`src/rtl/wb_master_pkg.sv`:
```
// Shared definitions for the Wishbone command master: FSM state encoding and
// response status codes.
package wb_master_pkg;

  typedef enum logic [1:0] {
    IDLE = 2'd0,
    BUS  = 2'd1,
    RESP = 2'd2
  } wb_state_e;

  // Plain constants so the state register stays a simple logic vector.
  localparam logic [1:0] S_IDLE = IDLE;
  localparam logic [1:0] S_BUS  = BUS;
  localparam logic [1:0] S_RESP = RESP;

  localparam logic [1:0] ST_OK      = 2'b00;
  localparam logic [1:0] ST_ERR     = 2'b01;
  localparam logic [1:0] ST_TIMEOUT = 2'b10;

endpackage

```
`src/rtl/wb_timeout_ctr.sv`:
```
// Saturating cycle counter for the bus phase; expired is high once the
// current edge completes TIMEOUT_CYCLES cycles of CYC. Used under WB_TIMEOUT_EN.
module wb_timeout_ctr #(
  parameter int TIMEOUT_CYCLES = 255
) (
  input  logic clk,
  input  logic rst_n,
  input  logic clear,
  input  logic enable,
  output logic expired
);

  localparam int W = $clog2(TIMEOUT_CYCLES + 1);
  localparam logic [W-1:0] LIMIT = W'(TIMEOUT_CYCLES - 1);
  localparam logic [W-1:0] MAX   = W'(TIMEOUT_CYCLES);

  logic [W-1:0] cnt;

  always_ff @(posedge clk or negedge rst_n) begin
    if (!rst_n) begin
      cnt <= '0;
    end else if (clear) begin
      cnt <= '0;
    end else if (enable && (cnt != MAX)) begin
      cnt <= cnt + 1'b1;
    end
  end

  // cnt holds the number of BUS edges already passed, so the edge that
  // sees cnt == TIMEOUT_CYCLES-1 closes the last allowed cycle.
  assign expired = (cnt >= LIMIT);

endmodule

```
`src/rtl/wb_cmd_master.sv`:
```
// Wishbone classic single-transfer initiator: one command in, one bus cycle,
// one response out. Define WB_TIMEOUT_EN to bound the bus phase (status 10).
module wb_cmd_master
  import wb_master_pkg::*;
#(
  parameter int TIMEOUT_CYCLES = 255
) (
  input  logic        wb_clk_i,
  input  logic        wb_rst_ni,
  input  logic        cmd_valid_i,
  output logic        cmd_ready_o,
  input  logic        cmd_we_i,
  input  logic [31:0] cmd_adr_i,
  input  logic [31:0] cmd_dat_i,
  input  logic [3:0]  cmd_sel_i,
  output logic        rsp_valid_o,
  input  logic        rsp_ready_i,
  output logic [31:0] rsp_dat_o,
  output logic [1:0]  rsp_status_o,
  output logic        wbm_cyc_o,
  output logic        wbm_stb_o,
  output logic        wbm_we_o,
  output logic [31:0] wbm_adr_o,
  output logic [31:0] wbm_dat_o,
  output logic [3:0]  wbm_sel_o,
  input  logic [31:0] wbm_dat_i,
  input  logic        wbm_ack_i,
  input  logic        wbm_err_i
);

  // Handshakes: a command transfers on the edge where cmd_valid_i & cmd_ready_o,
  // a response on the edge where rsp_valid_o & rsp_ready_i; the side holding
  // valid keeps its payload stable until that edge.

  logic [1:0] state;
  logic       accept;
  logic       timeout;

  assign accept = (state == S_IDLE) && cmd_valid_i && cmd_ready_o;

`ifdef WB_TIMEOUT_EN
  logic expired;

  wb_timeout_ctr #(
    .TIMEOUT_CYCLES(TIMEOUT_CYCLES)
  ) u_timeout_ctr (
    .clk    (wb_clk_i),
    .rst_n  (wb_rst_ni),
    .clear  (accept),
    .enable (state == S_BUS),
    .expired(expired)
  );

  assign timeout = expired;
`else
  // Without the timeout the parameter only keeps the interface uniform.
  logic unused_timeout_cycles;
  assign unused_timeout_cycles = ^TIMEOUT_CYCLES;
  assign timeout = 1'b0;
`endif

  always_ff @(posedge wb_clk_i or negedge wb_rst_ni) begin
    if (!wb_rst_ni) begin
      state        <= S_IDLE;
      cmd_ready_o  <= 1'b0;
      rsp_valid_o  <= 1'b0;
      rsp_dat_o    <= '0;
      rsp_status_o <= ST_OK;
      wbm_cyc_o    <= 1'b0;
      wbm_stb_o    <= 1'b0;
      wbm_we_o     <= 1'b0;
      wbm_adr_o    <= '0;
      wbm_dat_o    <= '0;
      wbm_sel_o    <= '0;
    end else begin
      case (state)
        S_IDLE: begin
          cmd_ready_o <= 1'b1;
          if (accept) begin
            cmd_ready_o <= 1'b0;
            wbm_cyc_o   <= 1'b1;
            wbm_stb_o   <= 1'b1;
            wbm_we_o    <= cmd_we_i;
            wbm_adr_o   <= cmd_adr_i;
            wbm_dat_o   <= cmd_dat_i;
            wbm_sel_o   <= cmd_sel_i;
            state       <= S_BUS;
          end
        end
        S_BUS: begin
          // ACK beats ERR, and both beat a timeout landing on the same edge.
          if (wbm_ack_i || wbm_err_i || timeout) begin
            wbm_cyc_o   <= 1'b0;
            wbm_stb_o   <= 1'b0;
            rsp_valid_o <= 1'b1;
            state       <= S_RESP;
            if (wbm_ack_i) begin
              rsp_dat_o    <= wbm_we_o ? 32'h0 : wbm_dat_i;
              rsp_status_o <= ST_OK;
            end else if (wbm_err_i) begin
              rsp_dat_o    <= 32'h0;
              rsp_status_o <= ST_ERR;
            end else begin
              rsp_dat_o    <= 32'h0;
              rsp_status_o <= ST_TIMEOUT;
            end
          end
        end
        S_RESP: begin
          if (rsp_ready_i) begin
            rsp_valid_o <= 1'b0;
            cmd_ready_o <= 1'b1;
            state       <= S_IDLE;
          end
        end
        default: begin
          state <= S_IDLE;
        end
      endcase
    end
  end

endmodule
```
`config.mk`:
```
export PLATFORM = sky130hd
export DESIGN_NAME = wb_cmd_master
export DESIGN_NICKNAME = d
export VERILOG_FILES = /design/src/rtl/wb_master_pkg.sv /design/src/rtl/wb_timeout_ctr.sv /design/src/rtl/wb_cmd_master.sv
export SDC_FILE = /design/constraint.sdc
export NUM_CORES = 1
export LEC_CHECK = 0
export CAP_MARGIN = 15
export CELL_PAD_IN_SITES_DETAIL_PLACEMENT = 2
export CELL_PAD_IN_SITES_GLOBAL_PLACEMENT = 2
export CORE_AREA = 5 5 139 141
export CTS_CLUSTER_DIAMETER = 30
export DETAILED_ROUTE_END_ITERATION = 8
export DIE_AREA = 0 0 144 146
export PLACE_DENSITY = 0.85
export SLEW_MARGIN = 15
export SYNTH_ARGS = -nofsm -noshare
export SYNTH_HDL_FRONTEND = slang
export SYNTH_SLANG_ARGS = --single-unit
```
`constraint.sdc`:
```
create_clock -name wb_clk_i -period 2 [get_ports wb_clk_i]
set_input_delay 0.4 -clock wb_clk_i [delete_from_list [all_inputs] [get_ports wb_clk_i]]
set_output_delay 0.4 -clock wb_clk_i [all_outputs]
set_load 0.1 [all_outputs]
```
# ---- Yosys cells after proc, flatten, opt, wreduce, memory -nomap -nowiden
# Cells that the tools add are included.
dict set report word_totals {
  regBits 108
  inputBits 107
  output_inout_bits 107
  wordCells 45
}
dict set report op_classes {
  n_eq_ne 5
  mux 17
  n_reduce_logical 13
}
# operator n
set ops {}
lappend ops {{$mux W32} 2}
lappend ops {{$mux W2} 5}
lappend ops {{$reduce_and A3 Y1} 3}
lappend ops {{$mux W1} 6}
lappend ops {{$ne A2 B2 Y1 const B} 3}
lappend ops {{$pmux W1 S2} 3}
lappend ops {{$pmux W2 S3} 1}
lappend ops {{$reduce_and A2 Y1} 3}
lappend ops {{$reduce_bool A2 Y1} 3}
lappend ops {{$eq A2 B1 Y1 const B} 1}
lappend ops {{$eq A2 B2 Y1 const B} 1}
lappend ops {{$logic_and A1 B1 Y1} 2}
lappend ops {{$logic_not A2 Y1} 1}
lappend ops {{$logic_or A1 B1 Y1} 1}

# ---- Longest topological paths before layout
# Gate-level depths: netlist of the first run.
dict set report depth {
  word_depth 5
  mapped_depth 5
  depth_no_buf 3
}

# ---- Worst setup path before layout of the first run
# No wires, ideal clock.
dict set report synth_timing {
  path_type {register to register}
  startpoint {register cmd_ready_o}
  endpoint {register wbm_we_o}
  t_arrival_ns 2.030
  t_required_ns 1.874
  slack_ns -0.155
  stages_incl_launch_ff 5
  synth_period_minus_slack_ns 2.155
  cell_sequence {dfrtp_1 > nand2_1 > nor3_4 > buf_6 > mux2_2}
}
dict set report synth_via {
  elab_chain_len 2
}
# item line_no
set synth_rtl {}
lappend synth_rtl {{start, declared} wb_cmd_master.sv:11} ;# output logic cmd_ready_o,
lappend synth_rtl {{start signal, assigned} wb_cmd_master.sv:65} ;# cmd_ready_o <= 1'b0;
lappend synth_rtl {{start signal, assigned} wb_cmd_master.sv:78} ;# cmd_ready_o <= 1'b1;
lappend synth_rtl {{start signal, assigned} wb_cmd_master.sv:80} ;# cmd_ready_o <= 1'b0;
lappend synth_rtl {{$logic_and A1 B1 Y1} wb_cmd_master.sv:39} ;# assign accept = (state == S_IDLE) && cmd_valid_i && cmd_ready_o;
lappend synth_rtl {{$reduce_and A2 Y1 (no line)} n/a}
lappend synth_rtl {{end signal, assigned} wb_cmd_master.sv:83} ;# wbm_we_o <= cmd_we_i;
lappend synth_rtl {{end, declared} wb_cmd_master.sv:22} ;# output logic wbm_we_o,
# Every way passes these cells.
# A chain may end at the register's enable or synchronous reset.

# ---- Worst setup path in the final report of the first run
dict set report layout_timing {
  startpoint {input port cmd_valid_i}
  endpoint {register wbm_adr_o[4]}
}
dict set report layout_via {
  elab_chain_len 3
}
# item line_no
set layout_rtl {}
lappend layout_rtl {{start, declared} wb_cmd_master.sv:10} ;# input logic cmd_valid_i,
lappend layout_rtl {{$logic_and A1 B1 Y1 (2 in series)} wb_cmd_master.sv:39}
lappend layout_rtl {{$reduce_and A2 Y1 (no line)} n/a}
lappend layout_rtl {{end signal, assigned} wb_cmd_master.sv:84} ;# wbm_adr_o <= cmd_adr_i;
lappend layout_rtl {{end, declared} wb_cmd_master.sv:23} ;# output logic [31:0] wbm_adr_o,
# Every way passes these cells.

==> metrics.md, run 1 <==
| Metric | Value |
|---|---|
| Setup TNS | 0 ns |
| Ports | 214 |
| Drt pass-1 iters | 4 |
| # resized after CTS | 0 |
| Die Y | 146 µm |
| Commonest non-fill, non-tap cell in the layout | buf_4 |
| Die width | 144 µm |
| Post-synthesis compound-gate area fraction | 0.0906 |
| Max-slew violation count | 0 |
| Multiplexer area fraction after synthesis | 0.186 |
| Residual DRC | 0 |
| Crit path top cell by count | buf_12 |
| Yosys top cell by area | dfrtp_1 |
| R2R setup slack | 0.48 ns |
| Vias | 3365 |
| First-pass GRT wire length | 22.5 mm |
| Antenna cell count | 0 |
| Post-layout min period | 1.62 ns |
| Tcrit/Tclk final | 0.810 |
| Post-CTS Hold Buffers | 0 |
| Clock tree buffer depth | 2 |
| Largest family of logic cells by synthesized area | multiplexers |
| CTS Buf Count | 9 |
| Setup bufs post-CTS | 0 |
| Yosys reg bits | 108 |
| Pin count of the biggest net entering global routing | 109 |
| WL final | 14.4 mm |
| Hold Crit Class | input pin to async pin |
| Cells after Synth | 313 |
| Grt ovf | 0 |
| Input/output buffers | 213 |
| Layout cells sized above 1 | 0.390 |
| Max Clock Skew | 0.00936 ns |
| RD Place Congestion | 0.745 |
| Post-synthesis adder-cell area fraction | 0 |
| Syn Nets | 420 |
| RSZ-0062 raised after global routing | false |
| GRT Total Usage | 0.136 |
| Yosys cell types | 22 |
| Sequential fraction of the synthesis area | 0.646 |
| Initial Util | 0.235 |
| Final setup vio count | 0 |
| Clk sinks | 108 |
| CP max stage delay | 0.46 ns |
| Nets | 640 |
| Yosys warns | 0 |
| Startpoint types | input pin |
| Cell Chain, Critical Path | clkdlybuf4s50_1, nand2_1, nor3_4, buf_12, buf_12, mux2_2 |
| Xor-xnor portion of the synthesized cell area | 0 |
| Data required, critical path | 2.22 ns |
| # H-tree levels | 3 |
| Area delta synth->final | 59.8% |
| Worst-path maximum fanout | 18 |
| Final WS setup | 0.379 ns |
| Worst setup EP type | flip-flop |
| # fillers | 1862 |
| Critical Path AT | 1.84 ns |
| Mapped Area | 4190 µm² |
| Final ANT Viol Nets | 0 |
| Number of global-route vias before repair | 3936 |
| Critical path type | input pin to flip-flop |
| Tightest Pin Transition | 0.594 ns |
| MaxCap Viol Count | 0 |
| FP Rows | 49 |
| DIE AREA | 21000 µm² |
| Hold Fails Final Rpt | 0 |
| Core ar. | 17800 µm² |
| Worst skew pair latency | 0.35 ns |
| Post-synth top area share | 0.646 |
| Post-Place Setup Slack | 0.00892 ns |
| Clk slew on worst S/H paths | 0.07 ns |
| Commonest cells after routing, fill and taps aside | 119 x buf_4, 107 x dfrtp_1, 105 x clkdlybuf4s50_1 |
| Simple-Gate Fraction of Synth Area | 0.0430 |
| Register-to-Register Path Depth | 4 |
| Status | completed |
| Via/cell ratio | 4.39 |
| Initial antenna violation count | 0 |
| Avg Cell Area, Syn | 13.4 µm² |
| Critical-path top delay cell | clkdlybuf4s50_1 |
| Routed len/inst | 18.8 µm |
| Post-Route Utilization | 0.375 |
| TritonCTS clock tree | done |
| Slew HR | 0.604 |
| DRT iter0 DRCs | 69 |
| CTS root buf | clkbuf_16 |
| Synth area leaders | dfrtp_1 65%, mux2_2 17%, o21ai_0 7.7%, nand2_1 3.0%, buf_6 1.9% |
| HPWL Detailed | 11.2 mm |
| Fmax | 0.617 GHz |
-- stage by stage --
| step | cell area, µm² | instances | hold slack (ns) |
|---|---|---|---|
| 6_report | 6690 | 767 | 0.138 |
| 5_1_grt | 6690 | 767 | 0.181 |
| 4_1_cts | 6690 | 767 | 0.162 |
| 3_5_place_dp | 6400 | 751 | 0.486 |
| 3_3_place_gp | 6400 | 751 | 0.470 |
| 2_1_floorplan | 4190 | 313 | 0.104 |
-- worst paths after layout --
| kind | startpoint | end |
|---|---|---|
| min in group wb_clk_i | wbm_adr_o[30] | wbm_adr_o[30] |
| hold / removal | wb_rst_ni | wbm_dat_o[16] |
| setup / recovery | cmd_valid_i | wbm_adr_o[4] |
| max in group asynchronous | wb_rst_ni | cmd_ready_o |
| hold reg to reg | wbm_adr_o[30] | wbm_adr_o[30] |
| setup reg to reg | state[0] | wbm_adr_o[4] |
-- logic make-up (layout without fill, tap and decap cells) --
group                  count (synthesis)  count (layout)
AO/OA/AOI/OAI                         73              73
flip-flops                           108             108
AND/OR/NAND/NOR                       41              41
multiplexers                          69              69
buffers and inverters                 22             247
-- worst max-delay path, delay by kind of cell --
family / cells / cell delay, ns
buf+inv: 3 / 0.82
mux: 1 / 0.35
simple gates: 2 / 0.25
-- routing by layer --
metal / vias to the layer above / GRT usage / share of wire / wire, µm
met5: - / 0 / 0 / 0
met4: 0 / 0.0377 / 0.015 / 215
met3: 14 / 0.0365 / 0.080 / 1160
met2: 144 / 0.236 / 0.50 / 7240
met1: 1692 / 0.164 / 0.40 / 5840
li1: 1515 / - / - / -
-- cell usage after synthesis --
library cell	number
clkbuf_1	7
a21oi_1	3
o21ai_0	64
nand2b_1	2
and2b_1	1
o21ba_2	1
nor2b_1	1
o21ai_2	1
buf_6	7
and2_1	1
buf_2	4
inv_1	1
mux2_1	6
dfrtp_1	108
o21ai_1	2
nor2_1	1
mux2_2	63
clkbuf_2	2
nand2_1	34
buf_4	1
a21o_1	2
nor3_4	1
-- final cells by class --
cell class | instances | area (µm²) | area share
sequential | 108 | 2700 | 0.404
tap | 229 | 287 | 0.0429
inverter | 1 | 3.75 | 0.000561
timing repair buffer | 230 | 2060 | 0.309
clock buffer | 10 | 239 | 0.0357
clock inverter | 6 | 47.5 | 0.00711
multi-input combinational | 183 | 1340 | 0.201
-- state kept, by name (all words and copies together) (netlist names), 2 cells and up --
| name | flops |
|---|---|
| wbm_adr_o | 32 |
| wbm_dat_o | 32 |
| wbm_sel_o | 4 |
| rsp_dat_o | 32 |
| state | 2 |
| rsp_status_o | 2 |
Power of run 1 is not shown: default switching activity piles up to over one toggle a cycle in this logic, so the estimate is an artifact.
==> run 2, diff against run 1 <==
- clock period: 2 -> 1.56 ns (I/O delays scaled with it)
==> run 2 against run 1 <==
  * Global-route usage increased by 1.4 points
  * Largest cell class is now buffers
  * Core utilization is 8.2 points higher
  * Critical endpoint is now wbm_adr_o[31]
  * Routed wire length is 9.5% higher
==> metrics.md, run 2 (synthesis results as in run 1) <==
| Metric | Value |
|---|---|
| Routed len/inst | 20.4 µm |
| Commonest cells after routing, fill and taps aside | 115 x buf_12, 106 x dfrtp_1, 104 x clkdlybuf4s50_1 |
| Drt pass-1 iters | 4 |
| Vias | 3418 |
| Final setup vio count | 0 |
| Die Y | 146 µm |
| Commonest non-fill, non-tap cell in the layout | buf_12 |
| Critical Path AT | 1.71 ns |
| Max Clock Skew | 0.00500 ns |
| RSZ-0062 raised after global routing | false |
| DRT iter0 DRCs | 79 |
| Hold Crit Class | input pin to async pin |
| Tcrit/Tclk final | 0.949 |
| Worst-path maximum fanout | 17 |
| Antenna cell count | 0 |
| Tightest Pin Transition | 0.325 ns |
| Post-layout min period | 1.48 ns |
| Top flop regs | rsp_dat_o x32, wbm_adr_o x32, wbm_dat_o x32 |
| Max-slew violation count | 0 |
| DIE AREA | 21000 µm² |
| RD Place Congestion | 0.738 |
| CTS root buf | clkbuf_16 |
| Number of global-route vias before repair | 4020 |
| Layout cells sized above 1 | 0.407 |
| Status | completed |
| R2R setup slack | 0.08 ns |
| Initial antenna violation count | 0 |
| Startpoint types | flip-flop |
| Hold Fails Final Rpt | 0 |
| Slew HR | 0.783 |
| DR WL met3 | 1.34 mm |
| Worst setup EP type | flip-flop |
| Fmax | 0.675 GHz |
| Final ANT Viol Nets | 0 |
| Area delta synth->final | 94.6% |
| Data required, critical path | 1.78 ns |
| Grt ovf | 0 |
| Met1 WL | 5.58 mm |
| Clk sinks | 108 |
| Worst skew pair latency | 0.35 ns |
| MaxCap Viol Count | 0 |
| Via/cell ratio | 4.41 |
| Uppermost layer routed | met4 |
| Die width | 144 µm |
| FP Rows | 49 |
| Ports | 214 |
| GRT Total Usage | 0.149 |
| Critical path type | flip-flop to flip-flop |
| Nets | 648 |
| Initial Util | 0.235 |
| Final WS setup | 0.0791 ns |
| WL final | 15.8 mm |
| TritonCTS clock tree | done |
| Residual DRC | 0 |
| Pin count of the biggest net entering global routing | 46 |
| Core ar. | 17800 µm² |
| Clk slew on worst S/H paths | 0.07 ns |
| # H-tree levels | 3 |
| DR WL met2 | 8.69 mm |
| CTS Buf Count | 9 |
| Post-Place Setup Slack | -0.410 ns |
| Clock tree buffer depth | 2 |
| First-pass GRT wire length | 24.1 mm |
| HPWL Detailed | 12.8 mm |
| Input/output buffers | 213 |
==> run 2: cell count changes in the layout (fill, tap and decap cells not counted), moves of 2 or more <==
cell and change:
mux2_1 -3, o21ai_1 +2, buf_12 +109, o21ai_0 -2, inv_6 +3, mux2_4 +4
buf_4 -102, clkinv_2 -2
==> run 2: cell type report <==
cell class,instances,area (µm²)
Clock buffer,9,225
Clock inverter,7,63.8
Fill cell,1676,9700
Inverter,1,3.75
Multi-Input combinational cell,183,1360
Sequential cell,108,2710
Tap cell,229,287
Timing Repair Buffer,238,3490
==> run 2: metal layers <==
metal / vias to the layer above / global-route usage
met3: 13 / 0.0519
met4: 0 / 0.0400
met5: - / 0
met1: 1733 / 0.156
met2: 134 / 0.279
li1: 1538 / -
==> run 2: worst paths after layout <==
path                               start  depth (start not counted)         endpoint
hold reg to reg            wbm_adr_o[30]                          1    wbm_adr_o[30]
max in group asynchronous      wb_rst_ni                          3  rsp_status_o[0]
setup / recovery                state[0]                          4    wbm_adr_o[31]
setup reg to reg                state[0]                          4    wbm_adr_o[31]
hold / removal                 wb_rst_ni                          2    wbm_dat_o[20]
min in group wb_clk_i       wbm_dat_i[2]                          3     rsp_dat_o[2]
==> run 2: per-stage QoR <==
stage	utilization	setup TNS (ns)	cell area [µm²]	hold slack [ns]	std cells
after floorplan	-	-12.43	4210	0.0164	313
after global placement	0.439	-20.99	7830	0.226	756
after detailed placement	0.439	-26.85	7830	0.233	756
after CTS	0.456	0	8130	0.400	774
after global routing	0.456	0	8140	0.429	775
final	0.456	0	8140	0.414	775
==> run 2: worst max-delay path, stage by stage (launching register included) <==
cell     delay [ns]
dfrtp_1        0.41
nor3_4         0.25
buf_12         0.18
buf_12         0.16
mux2_2         0.35
==> run 2: timing repair <==
action / 4_1_cts / 5_1_grt
endpoints found under the setup margin: 34 / 15
resized for setup: 0 / 4
pin swaps: 1 / 0
hold endpoints to repair: 20 / 0
buffers inserted: 1 / 1
cloned: 0 / 0
hold buffers: 1 / 0
Power of run 2 is left out for the same reason.
==> edit (settings of run 1) <==
Put one more register stage on the output `rsp_status_o`. The value now appears one clock later. The other outputs are not delayed to match.
--- a/src/rtl/wb_cmd_master.sv
+++ b/src/rtl/wb_cmd_master.sv
@@ -28,4 +28,6 @@
   input  logic        wbm_err_i
 );
+
+  logic [1:0] rsp_status_s0;
 
   // Handshakes: a command transfers on the edge where cmd_valid_i & cmd_ready_o,
@@ -66,5 +68,5 @@
       rsp_valid_o  <= 1'b0;
       rsp_dat_o    <= '0;
-      rsp_status_o <= ST_OK;
+      rsp_status_s0 <= ST_OK;
       wbm_cyc_o    <= 1'b0;
       wbm_stb_o    <= 1'b0;
@@ -97,11 +99,11 @@
             if (wbm_ack_i) begin
               rsp_dat_o    <= wbm_we_o ? 32'h0 : wbm_dat_i;
-              rsp_status_o <= ST_OK;
+              rsp_status_s0 <= ST_OK;
             end else if (wbm_err_i) begin
               rsp_dat_o    <= 32'h0;
-              rsp_status_o <= ST_ERR;
+              rsp_status_s0 <= ST_ERR;
             end else begin
               rsp_dat_o    <= 32'h0;
-              rsp_status_o <= ST_TIMEOUT;
+              rsp_status_s0 <= ST_TIMEOUT;
             end
           end
@@ -121,3 +123,7 @@
   end
 
+  always_ff @(posedge wb_clk_i) begin
+    rsp_status_o <= rsp_status_s0;
+  end
+
 endmodule
Function: changed (Yosys sat finds a counterexample within 4 cycles, from zero or initial values and one cycle with wb_rst_ni low).
==> edit against run 1 <==
Count of clock-buffer cells in the layout decreased by 1. Sequential cell count increased by 2. Non-clock buffer count increased by 2. Critical path type unchanged. Synthesized area increased by 0.96%. Setup slack improved by 0.040 ns. Largest cell class unchanged. Final area increased by 1.7%. Sequential share of layout area decreased by 0.096 points. Critical path depth unchanged. Routed wire length increased by 1.2%. Highest routed layer unchanged.
Power is left out: the tool's default activity adds up to more than one toggle a clock period on the data nets, which glitch-free logic cannot reach.
==> edit: results <==
group,metric,value,unit
outcome,status,"complete, no violations",
synth,synth.mux.area_fraction,18.4,%
cts,clkTransAtPathRegs,0.07,ns
cts,postCtsHoldBufs,1,
global_route,grt_use_total,13.5,%
detailed_routing,drtPass1Iterations,4,
global_route,grt_pass1_wl,22200,um
final_layout,fillers,1840,
synth,yosysSeqAreaShare,64.9,%
global_route,antenna_found_initial,0,
synth,synth_nets,422,
setup_path,critPathArrivalTime,1.81,ns
global_route,grt_max_degree,44,
placement,routabilityCongestion,0.734,
placement,post-place-cells,754,
setup_path,critPathMaxFanout,17,
global_route,grt_pass1_vias,3944,
final_layout,antennaDiodeCount,0,
global_route,met3_usage,2.99,%
synth,synth_compound_area_share,8.97,%
cts,cts_inserted_buffers,9,
detailed_routing,first_iter_violations,84,
setup_path,cp_slowest_stage_delay,0.46,ns
synth,ys.flop_type,"dfrtp_1",
cts,cts_resized,0,
setup_path,timing.critical_path.slowest_stage_cell,"clkdlybuf4s50_1",
cts,post_cts_buffers,0,
synth,netlist_instances,315,
final_layout,reg_top3,"rsp_dat_o x32, wbm_adr_o x32, wbm_dat_o x32",
detailed_routing,vias_per_cell,4.37,
synth,async_flop_share,98.2,%
timing,slew_headroom,54.3,%
synth,synthXorXnorAreaFrac,0,%
placement,hpwl,11600,um
synth,yosysWarningCount,0,
setup_path,reg2reg_slack,0.49,ns
global_route,use_met1,15.4,%
synth,synth_cell_type_count,23,
min_path,hold_depth,0,
global_route,grtUsageMet2,24.5,%
final_layout,drive_gt1_share,38.9,%
final_layout,final_nets,644,
min_path,hold_class,"reg -> reg",
cts,h-tree-depth,3,
final_layout,layoutNonFillerInstCount,771,
synth,synth_area_leaders,"dfrtp_1 64%, mux2_2 17%, o21ai_0 7.6%, nand2_1 3.0%, buf_6 1.9%",
setup_path,r2r-start,"state[0]",
timing,hold_ws,0.381,ns
setup_path,timing.rr.end,"wbm_adr_o[23]",
detailed_routing,routedWlPerCell,19.0,um
timing,fin_skew,0.00828,ns
==> edit: how the worst max path moves through the flow <==
stage / startpoint / end / slack, ns / cells past startpoint
2_1_floorplan: cmd_ready_o / wbm_we_o / 0.15 / 4
6_report: cmd_valid_i / wbm_adr_o[23] / 0.42 / 6
3_3_place_gp: wbm_err_i / rsp_dat_o[16] / -0.18 / 4
5_1_grt: cmd_valid_i / wbm_sel_o[3] / 0.37 / 6
4_1_cts: wbm_ack_i / rsp_dat_o[19] / 0.09 / 4
3_5_place_dp: wbm_ack_i / rsp_dat_o[19] / -0.29 / 4
==> edit: layout make-up <==
cell class / count / share of cell area (%)
clock buffer: 9 / 3.31
clock inverter: 7 / 0.938
inverter: 1 / 0.0552
multi-input combinational: 183 / 19.8
sequential: 110 / 40.3
tap: 229 / 4.21
timing repair buffer: 232 / 31.3
==> edit: cells by family after synthesis <==
group	count (synthesis)
AO/OA/AOI/OAI	73
buffers and inverters	22
multiplexers	69
flip-flops	110
AND/OR/NAND/NOR	41
==> edit: critical path, delay by kind of cell <==
kind | cells | cell delay, ns
and+or+nand+nor | 2 | 0.23
buffers and inverters | 3 | 0.80
muxes | 1 | 0.35
==> edit: routing by layer <==
metal,wire length [um],share of wire [%]
met1,5630,38
met2,7620,52
met4,367,2.5
met3,1010,6.9
met5,0,0
==> edit: metrics by stage <==
step | instance area, um2 | setup slack (ns) | setup TNS, ns | util, %
after floorplan | 4230 | 0.148 | 0 | -
after global placement | 6500 | -0.182 | -3.68 | 36.4
after detailed placement | 6500 | -0.287 | -7.17 | 36.4
after CTS | 6800 | 0.0949 | 0 | 38.1
after global routing | 6800 | 0.375 | 0 | 38.1
final | 6800 | 0.420 | 0 | 38.1
